### src/rtl/crc_misr_sig.sv
// crc_misr_sig: multi-channel CRC/MISR signature compactor.
// Compress, scan, seed and hold modes, plus a windowed snapshot FSM.
module crc_misr_sig #(
  parameter int WIDTH    = 32,
  parameter int POLY     = 32'h0001_0811,
  parameter int CHANNELS = 2,
  parameter int CNT_W    = 8,
  localparam int SEL_W   = (CHANNELS > 1) ? $clog2(CHANNELS) : 1
) (
  input  logic                      CLK,
  input  logic                      RESET,
  input  logic                      TM1,
  input  logic                      TM0,
  input  logic                      din_valid,
  input  logic [CHANNELS*WIDTH-1:0] din,
  input  logic                      start,
  input  logic [CNT_W-1:0]          win_len,
  input  logic [SEL_W-1:0]          rd_sel,
  input  logic                      scan_in,
  output logic                      scan_out,
  output logic                      busy,
  output logic                      done,
  output logic                      abort,
  output logic [WIDTH-1:0]          sig_out,
  output logic [WIDTH-1:0]          snap_out
);

  localparam int N = WIDTH * CHANNELS;
  localparam logic [WIDTH-1:0] TAPS = WIDTH'(POLY);

  localparam logic [1:0] M_HOLD = 2'b00;
  localparam logic [1:0] M_COMP = 2'b01;
  localparam logic [1:0] M_SCAN = 2'b10;
  localparam logic [1:0] M_SEED = 2'b11;

  typedef enum logic {S_IDLE, S_RUN} state_t;

  state_t state_q, state_d;
  logic [CHANNELS-1:0][WIDTH-1:0] sig_q, sig_d;
  logic [CHANNELS-1:0][WIDTH-1:0] snap_q, snap_d;
  logic [CHANNELS-1:0][WIDTH-1:0] din_w;
  logic [CNT_W-1:0] cnt_q, cnt_d;
  logic done_q, done_d;
  logic abort_q, abort_d;
  logic so_q, so_d;
  logic [1:0] mode;

  assign mode  = {TM1, TM0};
  assign din_w = din;

  function automatic logic [WIDTH-1:0] step(
    input logic [WIDTH-1:0] s,
    input logic [WIDTH-1:0] d
  );
    return {s[WIDTH-2:0], 1'b0}
         ^ (s[WIDTH-1] ? TAPS : '0)
         ^ d;
  endfunction

  // Signature datapath: next value of every channel per test mode.
  always_comb begin
    sig_d = sig_q;
    so_d  = so_q;
    unique case (mode)
      M_COMP: begin
        if (din_valid) begin
          for (int c = 0; c < CHANNELS; c++) begin
            sig_d[c] = step(sig_q[c], din_w[c]);
          end
        end
      end
      M_SCAN: begin
        sig_d = N'({sig_q, scan_in});
        so_d  = sig_q[CHANNELS-1][WIDTH-1];
      end
      M_SEED: begin
        if (din_valid) sig_d = din_w;
      end
      default: begin
        sig_d = sig_q;
      end
    endcase
  end

  // Window FSM: counts compress beats, snapshots on completion.
  always_comb begin
    state_d = state_q;
    cnt_d   = cnt_q;
    snap_d  = snap_q;
    done_d  = 1'b0;
    abort_d = 1'b0;
    unique case (state_q)
      S_IDLE: begin
        if (start) begin
          if (win_len != '0) begin
            state_d = S_RUN;
            cnt_d   = win_len;
          end else begin
            snap_d = sig_q;
            done_d = 1'b1;
          end
        end
      end
      S_RUN: begin
        if (mode != M_COMP) begin
          state_d = S_IDLE;
          abort_d = 1'b1;
        end else if (din_valid && cnt_q != '0) begin
          cnt_d = cnt_q - CNT_W'(1);
          if (cnt_q == CNT_W'(1)) begin
            snap_d  = sig_d;
            done_d  = 1'b1;
            state_d = S_IDLE;
          end
        end
      end
      default: state_d = S_IDLE;
    endcase
  end

  // State registers with synchronous reset.
  always_ff @(posedge CLK) begin
    if (RESET) begin
      state_q <= S_IDLE;
      sig_q   <= '0;
      snap_q  <= '0;
      cnt_q   <= '0;
      done_q  <= 1'b0;
      abort_q <= 1'b0;
      so_q    <= 1'b0;
    end else begin
      state_q <= state_d;
      sig_q   <= sig_d;
      snap_q  <= snap_d;
      cnt_q   <= cnt_d;
      done_q  <= done_d;
      abort_q <= abort_d;
      so_q    <= so_d;
    end
  end

  // Read muxes; out-of-range selects read zero.
  always_comb begin
    sig_out  = '0;
    snap_out = '0;
    if (int'(rd_sel) < CHANNELS) begin
      sig_out  = sig_q[rd_sel];
      snap_out = snap_q[rd_sel];
    end
  end

  assign busy     = (state_q == S_RUN);
  assign done     = done_q;
  assign abort    = abort_q;
  assign scan_out = so_q;

endmodule

### config.mk
export PLATFORM = sky130hd
export DESIGN_NAME = crc_misr_sig
export DESIGN_NICKNAME = d
export VERILOG_FILES = /design/src/rtl/crc_misr_sig.sv
export SDC_FILE = /design/constraint.sdc
export NUM_CORES = 1
export LEC_CHECK = 0
export CAP_MARGIN = 20
export CORE_ASPECT_RATIO = 1.25
export CORE_MARGIN = 2
export CORE_UTILIZATION = 40
export DETAILED_ROUTE_END_ITERATION = 10
export HOLD_SLACK_MARGIN = 0.06
export RECOVER_POWER = 25
export SYNTH_ARGS = -nofsm -noshare
export SYNTH_HDL_FRONTEND = slang
export SYNTH_SLANG_ARGS = --single-unit
### constraint.sdc
create_clock -name CLK -period 2.16 [get_ports CLK]
set_input_delay 0.432 -clock CLK [delete_from_list [all_inputs] [get_ports CLK]]
set_output_delay 0.432 -clock CLK [all_outputs]
set_load 0.1 [all_outputs]
# Word level (Yosys, flattened, before mapping)
# Cells that the tools add are included.
# word_totals
mem_count	0
input_bits	80
rom_bits	0
wordCells	66
output_inout_bits	68
latch_bits	0
ramBits	0
ff_bits	140
# op_classes
order_cmp	1
addsub	1
n_eq_ne	11
shifts	0
multipliers	0
n_reduce_logical	6
div_mod_pow	0
mux	33
bitwise_logic	5
# op_table
op	count
2-to-1 mux 64 bit	7
case mux 64 bit (3 select lines)	1
2-to-1 mux 32 bit	4
case mux 64 bit (2 select lines)	1
bitwise XOR 32 x 17 -> 32 bit	2
bitwise XOR 32 bit	2
2-to-1 mux 17 bit	2
2-to-1 mux 8 bit	4
case mux 8 bit (2 select lines)	1
nonzero test 8 bit	2
2-to-1 mux 1 bit	11
== test 8 x 1 -> 1 bit, second input constant	1
!= test 2 bit, second input constant	4
subtractor 8 x 1 -> 8 bit, second input constant	1
!= test 2 x 1 -> 1 bit, second input constant	3
AND reduction 5 bit	1
== test 2 bit, second input constant	2
case mux 1 bit (2 select lines)	2
AND reduction 4 bit	1
== test 2 x 1 -> 1 bit, second input constant	1
less-than comparator 1 x 2 -> 1 bit, second input constant	1
OR reduction 2 bit	1
logical AND 1 bit	1
inverter 1 bit	1

# Longest topological paths before layout
# depth
depth_word	9
ltp_mapped	9
ltp_nobuf	7

# Least setup slack after synthesis
# No wires, ideal clock.
# synth_timing
kind	input port to output port
start	in rd_sel
end	out sig_out[20]
arrival_time_ps	2967
path_stages	3
slack_ps	-1239
n_path_buf	2
required_ps	1728
cell_sequence	clkbuf_1 -> clkbuf_1 -> o21ai_0
# synth_between
elab_chain_len	2
# synth_lines
item	line	source
from (decl)	18	input logic [SEL_W-1:0] rd_sel,
2-to-1 mux 32 bit (implied by the code) (2 in a row)	147	sig_out = sig_q[rd_sel];
to (decl)	24	output logic [WIDTH-1:0] sig_out,
# Every way passes these cells. The select of a mux whose other input is x is not followed.

# Worst setup path in the final report
# layout_timing
start	in TM1
end	reg snap_q[0] (netlist name)
# layout_between
elab_chain_len	6
elab_cells_between_ends	11
cone_classes	eq/ne: 5; mux: 5; reduce/logical: 1
# layout_lines
item	line	source
from (decl)	12	input logic TM1,
== test 2 bit or == test 2 x 1 -> 1 bit (tied branches)	64	unique case (mode)
case mux 64 bit (3 select lines)	64	
2-to-1 mux 64 bit	110	if (cnt_q == CNT_W'(1)) begin
2-to-1 mux 64 bit	108	end else if (din_valid && cnt_q != '0) begin
2-to-1 mux 64 bit	105	if (mode != M_COMP) begin
case mux 64 bit (2 select lines)	92	unique case (state_q)
to (signal assigned)	134	snap_q <= snap_d;
to (decl)	40	logic [CHANNELS-1:0][WIDTH-1:0] snap_q, snap_d;
# Parallel ways exist; a longest one is shown, timed or not. The select of a mux whose other input is x is not followed.
# A chain may end at the register's enable or synchronous reset.

==> results.ini <==
[clocking]
tritoncts=done
cts_sinks=140
clock-root-buffer=clkbuf_16
h-tree-depth=4
clk_pin_slew_ns=0.06
cts_hold_buffers=0
clockBufferDepth=2
cts_resized=0
clk_latency_ns=0.43
cts_inserted_buffers=17
post_cts_buffers=0

[synthesis]
ys_types=58
yosysTopAreaCell=dfxtp_1
yosysSeqAreaShare_pct=29.2
yosys-top-cells-area=dfxtp_1, a211oi_1, nor2_1
ys_ff_latch=140
synth_top_area_share_pct=29.2
netlist_area_um2=9590
synthCells=1182
syn_area_per_cell_um2=8.11
synth_warnings=0
syn-num-nets=1265

[global_route]
grt_overflow_total=0
grt_max_degree=85
grt_pass1_vias=8899
grt_pass1_wl_um=49800
grtUsageTotal_pct=25.1
antenna_found_initial=0

[worst_setup_path]
cp_max_fo=28
crit_type=primary input to register
cp.arrival_ns=2.34
end_kind=register
cp_slowest_cell=clkbuf_1
crit_required_ns=2.47
path_cells=clkbuf_1 > buf_4 > nor2b_1 > mux2_2 > a22o_1 > a221oi_2 > nor3_2
cp_slowest_stage_delay_ns=0.59
crit_path_start_kind=primary input

[detailed_routing]
vias=9293
detail_route.first_pass.iterations=5
route.detailed.drc=0
final_antenna_net_count=0
vias_per_cell=5.83
drtIter0Drc=807
wl_per_cell_um=19.6
drt_wl_total_um=31300

[cells_and_area]
drive_gt1_share_pct=22.9
multi_input_area_um2=6220
mostFrequentLayoutCell=nor2_1
final_cells=1595
final_util_pct=53.6
n_antenna_cell=0
fin_nets=1373
final-seq-area_um2=2810
final_cell_mix=nor2_1, dfxtp_1, a21oi_1, a211oi_1, buf_12
area.growth.synth_to_final_pct=32.3
fin_area_um2=12700
fillers=2203

[die]
die_w_um=142
core_um2=23600
die_height_um=177
initial_core_util_pct=40.6
dieArea_um2=25200
io-pin-count=148
num_rows=63

[placement]
dp.cells=1563
dp_hpwl_um=21000
place_congestion=0.846
dp_worst_setup_slack_ns=-0.160
placed_cell_area_um2=12100
port_buffers=147

[sta]
final.setup_skew_ns=0.00834
hold_viol=0
min_period_ns=2.03
slew_violations=0
whs_ns=0.326
finalCritPeriodShare_pct=94.2
tightest_slew_ns=1.24
setup_viol=0
worst_slack_ns=0.125
fmax_mhz=491
rsz0062_at_grt=false
maxSlewHeadroom_pct=17.1

[pwr]
p_leak_nw=4.57
peakVddDrop_mv=0.601
cellPowerDensity_nw_per_um2=647

[flow_run]
drv_cap=0

[hold_path]
hp-class=primary input to register

[status]
outcome=complete, no violations

==> path summary, 6_finish.rpt <==
kind,from,end,slack (ns),cells past startpoint
worst max register to register,cnt_q[1],snap_q[10],0.27,8
worst min-delay path,TM0,abort,0.33,2
worst min register to register,snap_q[31],snap_q[31],0.46,2
worst max-delay path,TM1,snap_q[0],0.13,7
==> kinds of logic after synthesis <==
kind of cell               synth area share, %
adders and majority gates                0.391
xor gates and xnor gates                  6.03
DFF                                       29.2
and+or+nand+nor                           21.5
muxes                                     6.97
AOI/OAI and AO/OA                         29.9
buffers and inverters                     6.04
==> layer usage <==
| metal | global-route usage, % | routed length, µm | vias to the layer above |
|---|---|---|---|
| met5 | 0 | 0 | - |
| met4 | 7.18 | 544 | 0 |
| met3 | 4.38 | 1700 | 33 |
| met2 | 40.6 | 15000 | 268 |
| met1 | 34.2 | 14100 | 4483 |
| li1 | - | - | 4509 |
==> final cells by class <==
| type | instances | area share [%] |
|---|---|---|
| Clock buffer | 19 | 3.57 |
| Timing Repair Buffer | 197 | 20.8 |
| Multi-Input combinational cell | 916 | 49.0 |
| Sequential cell | 140 | 22.1 |
| Inverter | 18 | 0.533 |
| Clock inverter | 13 | 1.12 |
| Tap cell | 292 | 2.88 |
==> cell usage after synthesis (all sizes together) <==
cell       n
nor2     174
dfxtp    140
a21oi    119
a211oi   117
nor2b     66
clkbuf    63
nor3      63
xnor2     58
mux2      54
nand2     54
buf       45
o21a      44
o2bb2ai   43
inv       18
o22ai     18
o21ai     16
a311oi    11
or2       11
a221oi     9
xor2       8
mux2i      6
a22oi      4
a22o       3
a31oi      3
ha         3
nand2b     3
nand3b     3
nor4       3
o41ai      3
a211o      2
and2       2
and3       2
nand3      2
nand4b     2
o32ai      2
a221o      1
a311o      1
nor4b      1
o211ai     1
o22a       1
o31ai      1
or3b       1
or4        1
==> critical path, delay by kind of cell <==
kind,cells,cell delay (ns)
AND/OR/NAND/NOR,2,0.15
buffers and inverters,2,1.02
multiplexers,1,0.27
AO/OA/AOI/OAI,2,0.45
==> per-stage QoR <==
stage                     total power (W)  TNS (ns)
after detailed placement          0.00526     -6.04
after floorplan                   0.00442     -5.88
after CTS                         0.00825         0
final                             0.00821         0
after global placement            0.00525     -3.56
after global routing              0.00854         0
==> state kept, by name, indices dropped and copies added (netlist names) <==
| name | count |
|---|---|
| cnt_q | 8 |
| scan_out | 1 |
| sig_q | 64 |
| busy | 1 |
| done | 1 |
| snap_q | 64 |
| abort | 1 |
==> power by group <==
part,internal [W],switching [W]
logic,0.000938,0.00138
clock network,0.00176,0.00123
registers,0.00271,0.000189
total,0.00541,0.00280
No activity file was read; power rests on OpenSTA's default activity.
